`src/rtl/dff_dual_deque.sv`:
```
// dff_dual_deque: two independent double-ended queues held in flip-flops and
// driven from one shared command port. Each channel keeps a circular buffer
// with a head pointer and an occupancy count. One command is accepted per
// cycle, and its response is registered and appears on the following cycle.
module dff_dual_deque #(
    parameter  int WIDTH = 8,
    parameter  int DEPTH = 16,
    localparam int PW    = $clog2(DEPTH),
    localparam int CW    = PW + 1
) (
    input  logic             clk,
    input  logic             rst_n,
    input  logic             cmd_valid,
    input  logic             cmd_ch,
    input  logic [2:0]       cmd_op,
    input  logic [WIDTH-1:0] cmd_data,
    output logic             rsp_valid,
    output logic             rsp_err,
    output logic [WIDTH-1:0] rsp_data,
    output logic [1:0]       empty,
    output logic [1:0]       full,
    output logic [CW-1:0]    count0,
    output logic [CW-1:0]    count1
);

    localparam logic [2:0] OP_PUSH_FRONT = 3'd0;
    localparam logic [2:0] OP_PUSH_BACK  = 3'd1;
    localparam logic [2:0] OP_POP_FRONT  = 3'd2;
    localparam logic [2:0] OP_POP_BACK   = 3'd3;
    localparam logic [2:0] OP_PEEK_FRONT = 3'd4;
    localparam logic [2:0] OP_PEEK_BACK  = 3'd5;
    localparam logic [2:0] OP_CLEAR      = 3'd6;

    localparam logic [PW-1:0] ONE_PW = PW'(1);
    localparam logic [CW-1:0] ONE_CW = CW'(1);
    localparam logic [CW-1:0] FULL_C = CW'(DEPTH);

    logic [WIDTH-1:0] mem_q   [2][DEPTH];
    logic [PW-1:0]    head_q  [2];
    logic [CW-1:0]    count_q [2];

    logic             rsp_valid_q, rsp_valid_d;
    logic             rsp_err_q,   rsp_err_d;
    logic [WIDTH-1:0] rsp_data_q,  rsp_data_d;

    logic [PW-1:0]    head_d;
    logic [CW-1:0]    count_d;
    logic             wr_en;
    logic [PW-1:0]    wr_idx;

    logic [PW-1:0]    sel_head;
    logic [CW-1:0]    sel_count;
    logic             sel_full;
    logic             sel_empty;
    logic [PW-1:0]    idx_back;
    logic [PW-1:0]    idx_tail;
    logic [PW-1:0]    idx_pre;

    // Selected channel's state and its derived circular-buffer indices.
    // The indices are PW bits wide, so they wrap modulo DEPTH on their own.
    assign sel_head  = head_q[cmd_ch];
    assign sel_count = count_q[cmd_ch];
    assign sel_full  = (sel_count == FULL_C);
    assign sel_empty = (sel_count == '0);
    assign idx_tail  = sel_head + sel_count[PW-1:0];
    assign idx_back  = idx_tail - ONE_PW;
    assign idx_pre   = sel_head - ONE_PW;

    // Decode the command into the selected channel's next state, a
    // single-entry storage write, and the registered response.
    always_comb begin
        head_d      = sel_head;
        count_d     = sel_count;
        wr_en       = 1'b0;
        wr_idx      = idx_tail;
        rsp_valid_d = cmd_valid;
        rsp_err_d   = 1'b0;
        rsp_data_d  = '0;
        if (cmd_valid) begin
            case (cmd_op)
                OP_PUSH_FRONT: begin
                    if (sel_full) begin
                        rsp_err_d = 1'b1;
                    end else begin
                        head_d  = idx_pre;
                        wr_en   = 1'b1;
                        wr_idx  = idx_pre;
                        count_d = sel_count + ONE_CW;
                    end
                end
                OP_PUSH_BACK: begin
                    if (sel_full) begin
                        rsp_err_d = 1'b1;
                    end else begin
                        wr_en   = 1'b1;
                        wr_idx  = idx_tail;
                        count_d = sel_count + ONE_CW;
                    end
                end
                OP_POP_FRONT: begin
                    if (sel_empty) begin
                        rsp_err_d = 1'b1;
                    end else begin
                        rsp_data_d = mem_q[cmd_ch][sel_head];
                        head_d     = sel_head + ONE_PW;
                        count_d    = sel_count - ONE_CW;
                    end
                end
                OP_POP_BACK: begin
                    if (sel_empty) begin
                        rsp_err_d = 1'b1;
                    end else begin
                        rsp_data_d = mem_q[cmd_ch][idx_back];
                        count_d    = sel_count - ONE_CW;
                    end
                end
                OP_PEEK_FRONT: begin
                    if (sel_empty) rsp_err_d = 1'b1;
                    else           rsp_data_d = mem_q[cmd_ch][sel_head];
                end
                OP_PEEK_BACK: begin
                    if (sel_empty) rsp_err_d = 1'b1;
                    else           rsp_data_d = mem_q[cmd_ch][idx_back];
                end
                OP_CLEAR: begin
                    head_d  = '0;
                    count_d = '0;
                end
                default: rsp_err_d = 1'b1;
            endcase
        end
    end

    // State and response registers. Reset takes priority over any command
    // presented in the same cycle.
    always_ff @(posedge clk) begin
        if (!rst_n) begin
            mem_q       <= '{default: '0};
            head_q      <= '{default: '0};
            count_q     <= '{default: '0};
            rsp_valid_q <= 1'b0;
            rsp_err_q   <= 1'b0;
            rsp_data_q  <= '0;
        end else begin
            if (wr_en) begin
                mem_q[cmd_ch][wr_idx] <= cmd_data;
            end
            if (cmd_valid) begin
                head_q[cmd_ch]  <= head_d;
                count_q[cmd_ch] <= count_d;
            end
            rsp_valid_q <= rsp_valid_d;
            rsp_err_q   <= rsp_err_d;
            rsp_data_q  <= rsp_data_d;
        end
    end

    assign rsp_valid = rsp_valid_q;
    assign rsp_err   = rsp_err_q;
    assign rsp_data  = rsp_data_q;
    assign count0    = count_q[0];
    assign count1    = count_q[1];
    assign empty     = {count_q[1] == '0, count_q[0] == '0};
    assign full      = {count_q[1] == FULL_C, count_q[0] == FULL_C};

endmodule

```
`config.mk`:
```
export PLATFORM = sky130hd
export DESIGN_NAME = dff_dual_deque
export DESIGN_NICKNAME = d
export VERILOG_FILES = /design/src/rtl/dff_dual_deque.sv
export SDC_FILE = /design/constraint.sdc
export NUM_CORES = 1
export LEC_CHECK = 0
export ABC_AREA = 0
export CORE_MARGIN = 5
export CORE_UTILIZATION = 55
export DETAILED_ROUTE_END_ITERATION = 8
export PLACE_DENSITY_LB_ADDON = 0.05
export SYNTH_ARGS = -nofsm -noshare
export SYNTH_HDL_FRONTEND = slang
export SYNTH_SLANG_ARGS = --single-unit
```
`constraint.sdc`:
```
create_clock -name clk -period 11.7 [get_ports clk]
set_clock_uncertainty 0.2 [all_clocks]
set_input_delay 1.755 -clock clk [delete_from_list [all_inputs] [get_ports clk]]
set_output_delay 1.755 -clock clk [all_outputs]
set_load 0.01 [all_outputs]
```
# Yosys cells after proc, flatten, opt, wreduce, memory -nomap -nowiden
# Index checks and enable logic that the tools add are counted.
# Widths: inputs -> output; s select.
[totals]
reg_bits = 284
latch_bits = 0
ram_bits = 0
romBits = 0
in_bits = 15
output_inout_bits = 24
wordCells = 122
mem_count = 0
[op_classes]
n_addsub = 6
n_mul = 0
n_div = 0
magnitude_cmp = 6
n_eq_ne = 9
n_shift = 0
n_mux = 46
bitwise_logic = 4
n_reduce_logical = 12
[op_table]
columns = ["cell", "n"]
rows = [
  ["$mux 128", 4],
  ["$bwmux 256", 1],
  ["$demux 128 s1", 1],
  ["$bmux 8 s4", 2],
  ["$mux 8", 7],
  ["$mux 4", 10],
  ["$mux 5", 7],
  ["$demux 8 s4", 1],
  ["$pmux 8 s2", 1],
  ["$eq 5x5->1 const B", 3],
  ["$ge 5x5->1 const B", 3],
  ["$logic_not 5->1", 3],
  ["$not 4->5", 3],
  ["$pmux 5 s3", 1],
  ["$pmux 4 s3", 1],
  ["$bwmux 10", 1],
  ["$eq 3x3->1 const B", 3],
  ["$bwmux 8", 1],
  ["$reduce_or 2->1", 4],
  ["$sub 4x1->4 const B", 2],
  ["$eq 3x2->1 const B", 2],
  ["$add 5x1->5 const B", 1],
  ["$demux 5 s1", 1],
  ["$lt 5x1->1 const B", 1],
  ["other kinds (14)", 19],
]

# Longest topological paths before layout
# Gate-level depths: netlist of the first run.
[logic_depth]
ltp_word = 16
ltp_mapped = 16
ltp_nobuf = 10

# Worst setup path before layout of the first run
# No wires, ideal clock.
[synth_timing]
path_kind = "input-to-reg"
startpoint = "input port cmd_ch"
endpoint = "register rsp_data_q[1] (netlist: rsp_data[1])"
setup_time_ps = 122
t_arrival_ps = 6198
required_time_ps = 11378
slack_ps = 5180
path_stages = 15
path_buffers = 6
cell_sequence = "buf_6 > buf_6 > buf_4 > buf_2 > mux2i_1 > inv_1 > ha_1 > fa_1 > inv_1 > ha_1 > buf_2 > buf_1 > mux4_2 > mux4_2 > a221o_1"
[synth_between]
elab_chain_cells = 12
elab_cells_between_ends = 24
classes_between = "add/sub (2); mux (18); bitwise (3); reduce/logical (1)"
[synth_lines]
columns = ["element", "line_no", "source"]
rows = [
  ["start, declared", "14", "input logic cmd_ch,"],
  ["$not 1->2 (not written as such) (*)", "--", ""],
  ["$mux 4 (not written as such) / $mux 5 (equally long branches) (3 in series)", "61, 62", ""],
  ["$add 4x4->4", "65", "assign idx_tail = sel_head + sel_count[PW-1:0];"],
  ["$sub 4x1->4", "66", "assign idx_back = idx_tail - ONE_PW;"],
  ["$not 4->5 (not written as such)", "113, 123", ""],
  ["$bmux 8 s4", "113, 123", ""],
  ["$mux 8 (not written as such) (2 in series)", "113, 123", ""],
  ["$mux 8", "110, 122", ""],
  ["$pmux 8 s2 (*)", "80", "case (cmd_op)"],
  ["end signal, assigned", "154", "rsp_data_q <= rsp_data_d;"],
  ["end, declared", "44", "logic [WIDTH-1:0] rsp_data_q, rsp_data_d;"],
]
# Mark *: on every way between the ends. The rest lies on a longest branch, timed or not. The select of a mux whose other input is x is not followed.
# A chain may end at the register's enable or synchronous reset.

# Final worst setup path of the first run
# Ends and elaborated chain as after synthesis.

==> out/qor.yml, run 1 <==
outcome: "completed"
drt-met1-wl_um: 20400
synth_top_family_by_area: "multiplexers"
synth.avg_cell_area_um2: 10.5
fin_ws_ns: 4.79
place.gp.congestion: 0.902
gr-usage-all-layers_pct: 28.5
tightest_slew_ns: 1.23
synthMuxAreaShare_pct: 39.0
yosysTopAreaCellShare_pct: 36.0
setup_tns_ns: 0
post-place-cells: 1832
setup_viol_count_final: 0
grt_max_degree: 143
drt_iter0_drc: 1415
yosysWarningCount: 0
grt_pass1_vias: 11900
row_count: 62
dr.pass1.iters: 6
num_antenna_cells: 0
gr-total-overflow: 0
slowest_delay_ns: 0.76
path_max_fanout: 52
synth_edf_count: 0
ys_types: 70
wl_met2_um: 21800
area_delta_synth_final_pct: 10.2
final_cell_mix: "mux2i_1, nand2_1, dfxtp_1"
initial_core_util_pct: 55.4
async_reset_ff_share_pct: 0
hp-class: "reg2reg"
finalPower_uw: 2360
layout_commonest_cell: "mux2i_1"
min_period_ns: 6.91
grt_pass1_wl_um: 73100
top_layer: "met4"
drc: 0
cp-end-kind: "register"
hold_viol: 0
yosys.area_share.simple_pct: 13.6
io_pins: 39
clkTransAtPathRegs_ns: 0.06
drv_cap: 0
antenna_found_initial: 0
rsz0062_at_grt: "no"
synth_area_leaders: "dfxtp_1, mux2i_1, mux4_2"
cts_tree: "done"
cts_root_buf: "clkbuf_16"
critical_path_class: "in2reg"
yosys.area_share.xor_xnor_pct: 0.807
cp.arrival_ns: 7.17
synthesis.nets: 1528
die_w_um: 180
clkLatencyLatePin_ns: 0.59
fin_crit_sh_pct: 59.0
power_leakage_uw: 0.00700
dp_hpwl_um: 30200
ant_nets: 0
synth_compound_area_share_pct: 6.30
holdBufCountCts: 0
htree_levels: 1
whs_ns: 0.271
clockBufferDepth: 3
n_fill_cell: 2396
via_count: 12100
cts.sinks: 284
drt_wl_total_um: 47400
ys.flop_type: "dfxtp_1"
fmax_ghz: 0.145
cp.required_ns: 11.96
power_density_nw_per_um2: 135
dieArea_um2: 32200
cts_made_buffers: 31
drv_slew: 0
finalNonFillerCells: 1887
synth-seq-cells: 284
critPathLaunchType: "primary input"
syn_area_um2: 15800
met3WireLength_um: 3050
irDropWorstVdd_mv: 0.118
post-cts-setup-buffers: 0
netlist_instances: 1504
critical_path.cell_chain: "buf_6, buf_4, mux2i_1, inv_1, fa_1, inv_1, ha_4, buf_4, mux4_2, mux4_2, a221o_1"
die_height_um: 180
preCtsSetupSlack_ns: 4.21
drive_gt1_share_pct: 16.2
viasPerCell: 6.42
cts.repair.resized: 0
portBuffers: 38
synth_top_area_cell: "dfxtp_1"
nNetsFinal: 1505
synth-adder-area-share_pct: 0.760
critical-path-slowest-cell: "buf_4"
slew_headroom_pct: 17.8
seq_area_frac_synth_pct: 36.0
post_drt_wl_per_cell_um: 25.1
core_um2: 28500
==> per-layer routing <==
metal / vias up / track usage, %
li1: 5463 / -
met1: 6062 / 38.8
met4: 0 / 11.3
met3: 128 / 4.30
met5: - / 0
met2: 464 / 45.9
==> state kept, by name, indices dropped and copies added (netlist names) <==
name / cells
count0: 5
count1: 5
head_q: 8
mem_q: 256
rsp_data: 8
rsp_err: 1
rsp_valid: 1
==> Yosys cell counts (all sizes together) (18+ instances only) <==
| cell type | n |
|---|---|
| o21ai | 29 |
| nor3 | 19 |
| nand3 | 40 |
| a21oi | 26 |
| buf | 42 |
| dfxtp | 284 |
| nor2 | 21 |
| nand2 | 296 |
| a211oi | 22 |
| clkbuf | 78 |
| mux2i | 376 |
| mux2 | 21 |
| mux4 | 94 |
| nor2b | 18 |
==> per-stage QoR <==
stage	utilization, %	instance area, um^2
3_5_place_dp	57.4	16400
3_3_place_gp	57.4	16400
2_1_floorplan	-	15800
4_1_cts	61.0	17400
6_report	61.0	17400
5_1_grt	61.0	17400
==> layout make-up <==
type	count	area (um^2)	share of cell area (%)
Clock buffer	45	888	5.10
Clock inverter	10	143	0.819
Inverter	12	45.0	0.259
Multi-Input combinational cell	1088	9600	55.1
Sequential cell	284	5690	32.6
Tap cell	384	480	2.76
Timing Repair Buffer	64	581	3.33
==> worst paths after layout <==
check	from	endpoint	slack [ns]	cells past startpoint
max	cmd_ch	rsp_data[1]$_SDFF_PN0_	4.79	11
min	mem_q[24]$_SDFFE_PN0P_	mem_q[24]$_SDFFE_PN0P_	0.27	2
max reg2reg	head_q[5]$_SDFFE_PN0P_	rsp_data[1]$_SDFF_PN0_	6.29	10
min reg2reg	mem_q[24]$_SDFFE_PN0P_	mem_q[24]$_SDFFE_PN0P_	0.27	2
==> cell families after synthesis <==
family                     count (synthesis)
muxes                                    491
buffers and inverters                    132
AOI/OAI and AO/OA                        145
adders and majority gates                  9
xor gates and xnor gates                  12
and+or+nand+nor                          431
DFF                                      284
==> where the power goes <==
group / switching, uW / leakage [uW] / total [uW] / internal (uW)
sequential: 8.19 / 0.00229 / 983 / 975
combinational: 235 / 0.00420 / 374 / 139
clock: 410 / 0.000506 / 1000 / 591
total: 653 / 0.00700 / 2360 / 1700
==> worst max-delay path, delay by kind of cell <==
family	cells	cell delay (ns)
buf+inv	5	2.18
mux	3	1.63
fa+ha+maj	2	1.10
compound gates	1	0.36
(Power assumes the default switching activity.)
==> run 2, diff against run 1 <==
Clock period 11.7 ns to 5.87 ns, I/O delays scaled along.
==> run 2 against run 1 <==
First-iteration DRC count is 18% lower; sequential share of layout area fell by 0.45 points; worst hold slack better by 0.0022 ns; global-route usage about the same; cell count rose by 0.74%; clock power increased by 120%; core utilization grew 0.85 points; wire length decreased by 0.92%; via count is 0.82% lower; combinational power up 110%; sequential power increased by 99%; setup slack got worse by 3.7 ns; critical endpoint is now rsp_data[5]$_SDFF_PN0_; highest routed layer unchanged.
==> out/qor.yml, run 2 (synthesis gave the netlist of run 1 again) <==
nNetsFinal: 1519  # +0.93%
cp-end-kind: "register"
initial_core_util_pct: 55.4  # unchanged
drt_iter0_drc: 1163  # -18%
dr.pass1.iters: 6  # unchanged
grt_pass1_vias: 11800  # -0.40%
final_core_util_pct: 61.9  # +0.85 points
core_um2: 28500  # unchanged
cp.arrival_ns: 4.99  # -2.18 ns
io_pins: 39  # unchanged
via_count: 12000  # -0.82%
drt_wl_total_um: 46900  # -0.92%
drc: 0  # unchanged
ant_nets: 0  # unchanged
dp_hpwl_um: 29900  # -1.1%
htree_levels: 2  # +1
drv_slew: 0  # unchanged
cts_root_buf: "clkbuf_16"
cts.repair.resized: 0  # unchanged
hp-class: "reg2reg"
outcome: "completed"
clkLatencyLatePin_ns: 0.51  # -0.08 ns
finalPower_uw: 4920  # +110%
finalNonFillerCells: 1901  # +0.74%
post_drt_wl_per_cell_um: 24.7  # -1.7%
cp.required_ns: 6.07  # -5.89 ns
power_leakage_uw: 0.00713  # +1.8%
row_count: 62  # unchanged
largest_reg_flops: 256  # unchanged
rsz0062_at_grt: "no"
preCtsSetupSlack_ns: 0.523  # -3.69 ns
critical_path_class: "in2reg"
layout_commonest_cell: "mux2i_1"
clkTransAtPathRegs_ns: 0.06  # about the same
path_buf_inv: 4  # -1
dieArea_um2: 32200  # unchanged
gr-total-overflow: 0  # unchanged
max_flop_register: "mem_q"
drive_gt1_share_pct: 17.1  # +0.91 points
setup_tns_ns: 0  # unchanged
viasPerCell: 6.32  # -1.5%
grt_max_degree: 98  # -31%
cp_top_family: "multiplexers"
critical-path-slowest-cell: "fa_1"
slowest_delay_ns: 0.64  # -0.12 ns
num_antenna_cells: 0  # unchanged
cts_tree: "done"
gr-usage-all-layers_pct: 28.5  # about the same
clockBufferDepth: 3  # unchanged
drv_cap: 0  # unchanged
min_period_ns: 4.79
setup_viol_count_final: 0  # unchanged
die_w_um: 180  # unchanged
power_density_nw_per_um2: 279  # +110%
post-cts-setup-buffers: 0  # unchanged
path_max_fanout: 36  # -31%
final_cell_mix: "mux2i_1, nand2_1, dfxtp_1"
antenna_found_initial: 0  # unchanged
area_delta_synth_final_pct: 11.7
portBuffers: 38  # unchanged
fin_ws_ns: 1.08  # -3.71 ns
tightest_slew_ns: 1.26  # +0.0336 ns
irDropWorstVdd_mv: 0.214  # +82%
fmax_ghz: 0.209
hold_viol: 0  # unchanged
cts.sinks: 284  # unchanged
holdBufCountCts: 0  # unchanged
grt_pass1_wl_um: 72700  # -0.54%
critPathLaunchType: "primary input"
post-place-cells: 1843  # +0.60%
critical_path.cell_chain: "buf_6, mux2i_1, inv_1, ha_1, fa_1, inv_1, ha_4, buf_4, mux4_2, mux4_2, a221o_1"
die_height_um: 180  # unchanged
slew_headroom_pct: 15.5  # -2.2 points
place.gp.congestion: 0.920  # +2.0%
fin_crit_sh_pct: 81.6
cts_made_buffers: 34  # +9.7%
[run 2: path summary, 6_finish.rpt]
kind	start	endpoint	slack (ns)	cells past startpoint
setup / recovery	cmd_ch	rsp_data[5]$_SDFF_PN0_	1.08	11
hold / removal	mem_q[54]$_SDFFE_PN0P_	mem_q[54]$_SDFFE_PN0P_	0.27	2
setup reg to reg	count1[0]$_SDFFE_PN0P_	rsp_data[5]$_SDFF_PN0_	1.51	10
hold reg to reg	mem_q[54]$_SDFFE_PN0P_	mem_q[54]$_SDFFE_PN0P_	0.27	2
[run 2: where the power goes]
part | total (uW) | switching (uW) | internal [uW]
registers | 1960 | 18.4 | 1940
logic | 781 | 477 | 304
clock network | 2180 | 830 | 1350
[run 2: worst register-to-register path, cell delays in order, from the launching register on]
cell and delay [ns]:
dfxtp_1 0.35, mux2i_1 0.32, inv_1 0.17, ha_1 0.26
fa_1 0.64, inv_1 0.15, ha_4 0.49, buf_4 0.33
mux4_2 0.55, mux4_2 0.50, a221o_1 0.30
[run 2: cell type report]
cell class / count / area (um^2)
Fill cell: 2444 / 10900
Timing Repair Buffer: 75 / 701
Clock inverter: 7 / 116
Sequential cell: 284 / 5690
Multi-Input combinational cell: 1088 / 9600
Clock buffer: 51 / 1040
Inverter: 12 / 45.0
Tap cell: 384 / 480
[run 2: metal layers]
metal,wire length [um],GRT usage (%),up-vias
met5,0,0,-
met4,1640,9.48,0
met3,3170,5.60,112
met2,21800,45.5,431
met1,20400,39.2,5963
li1,-,-,5512
[run 2: through the flow]
stage | hold WS (ns) | cell area (um^2)
after floorplan | 0.240 | 15800
after global placement | 0.252 | 16500
after detailed placement | 0.264 | 16500
after CTS | 0.274 | 17700
after global routing | 0.287 | 17700
final | 0.273 | 17700
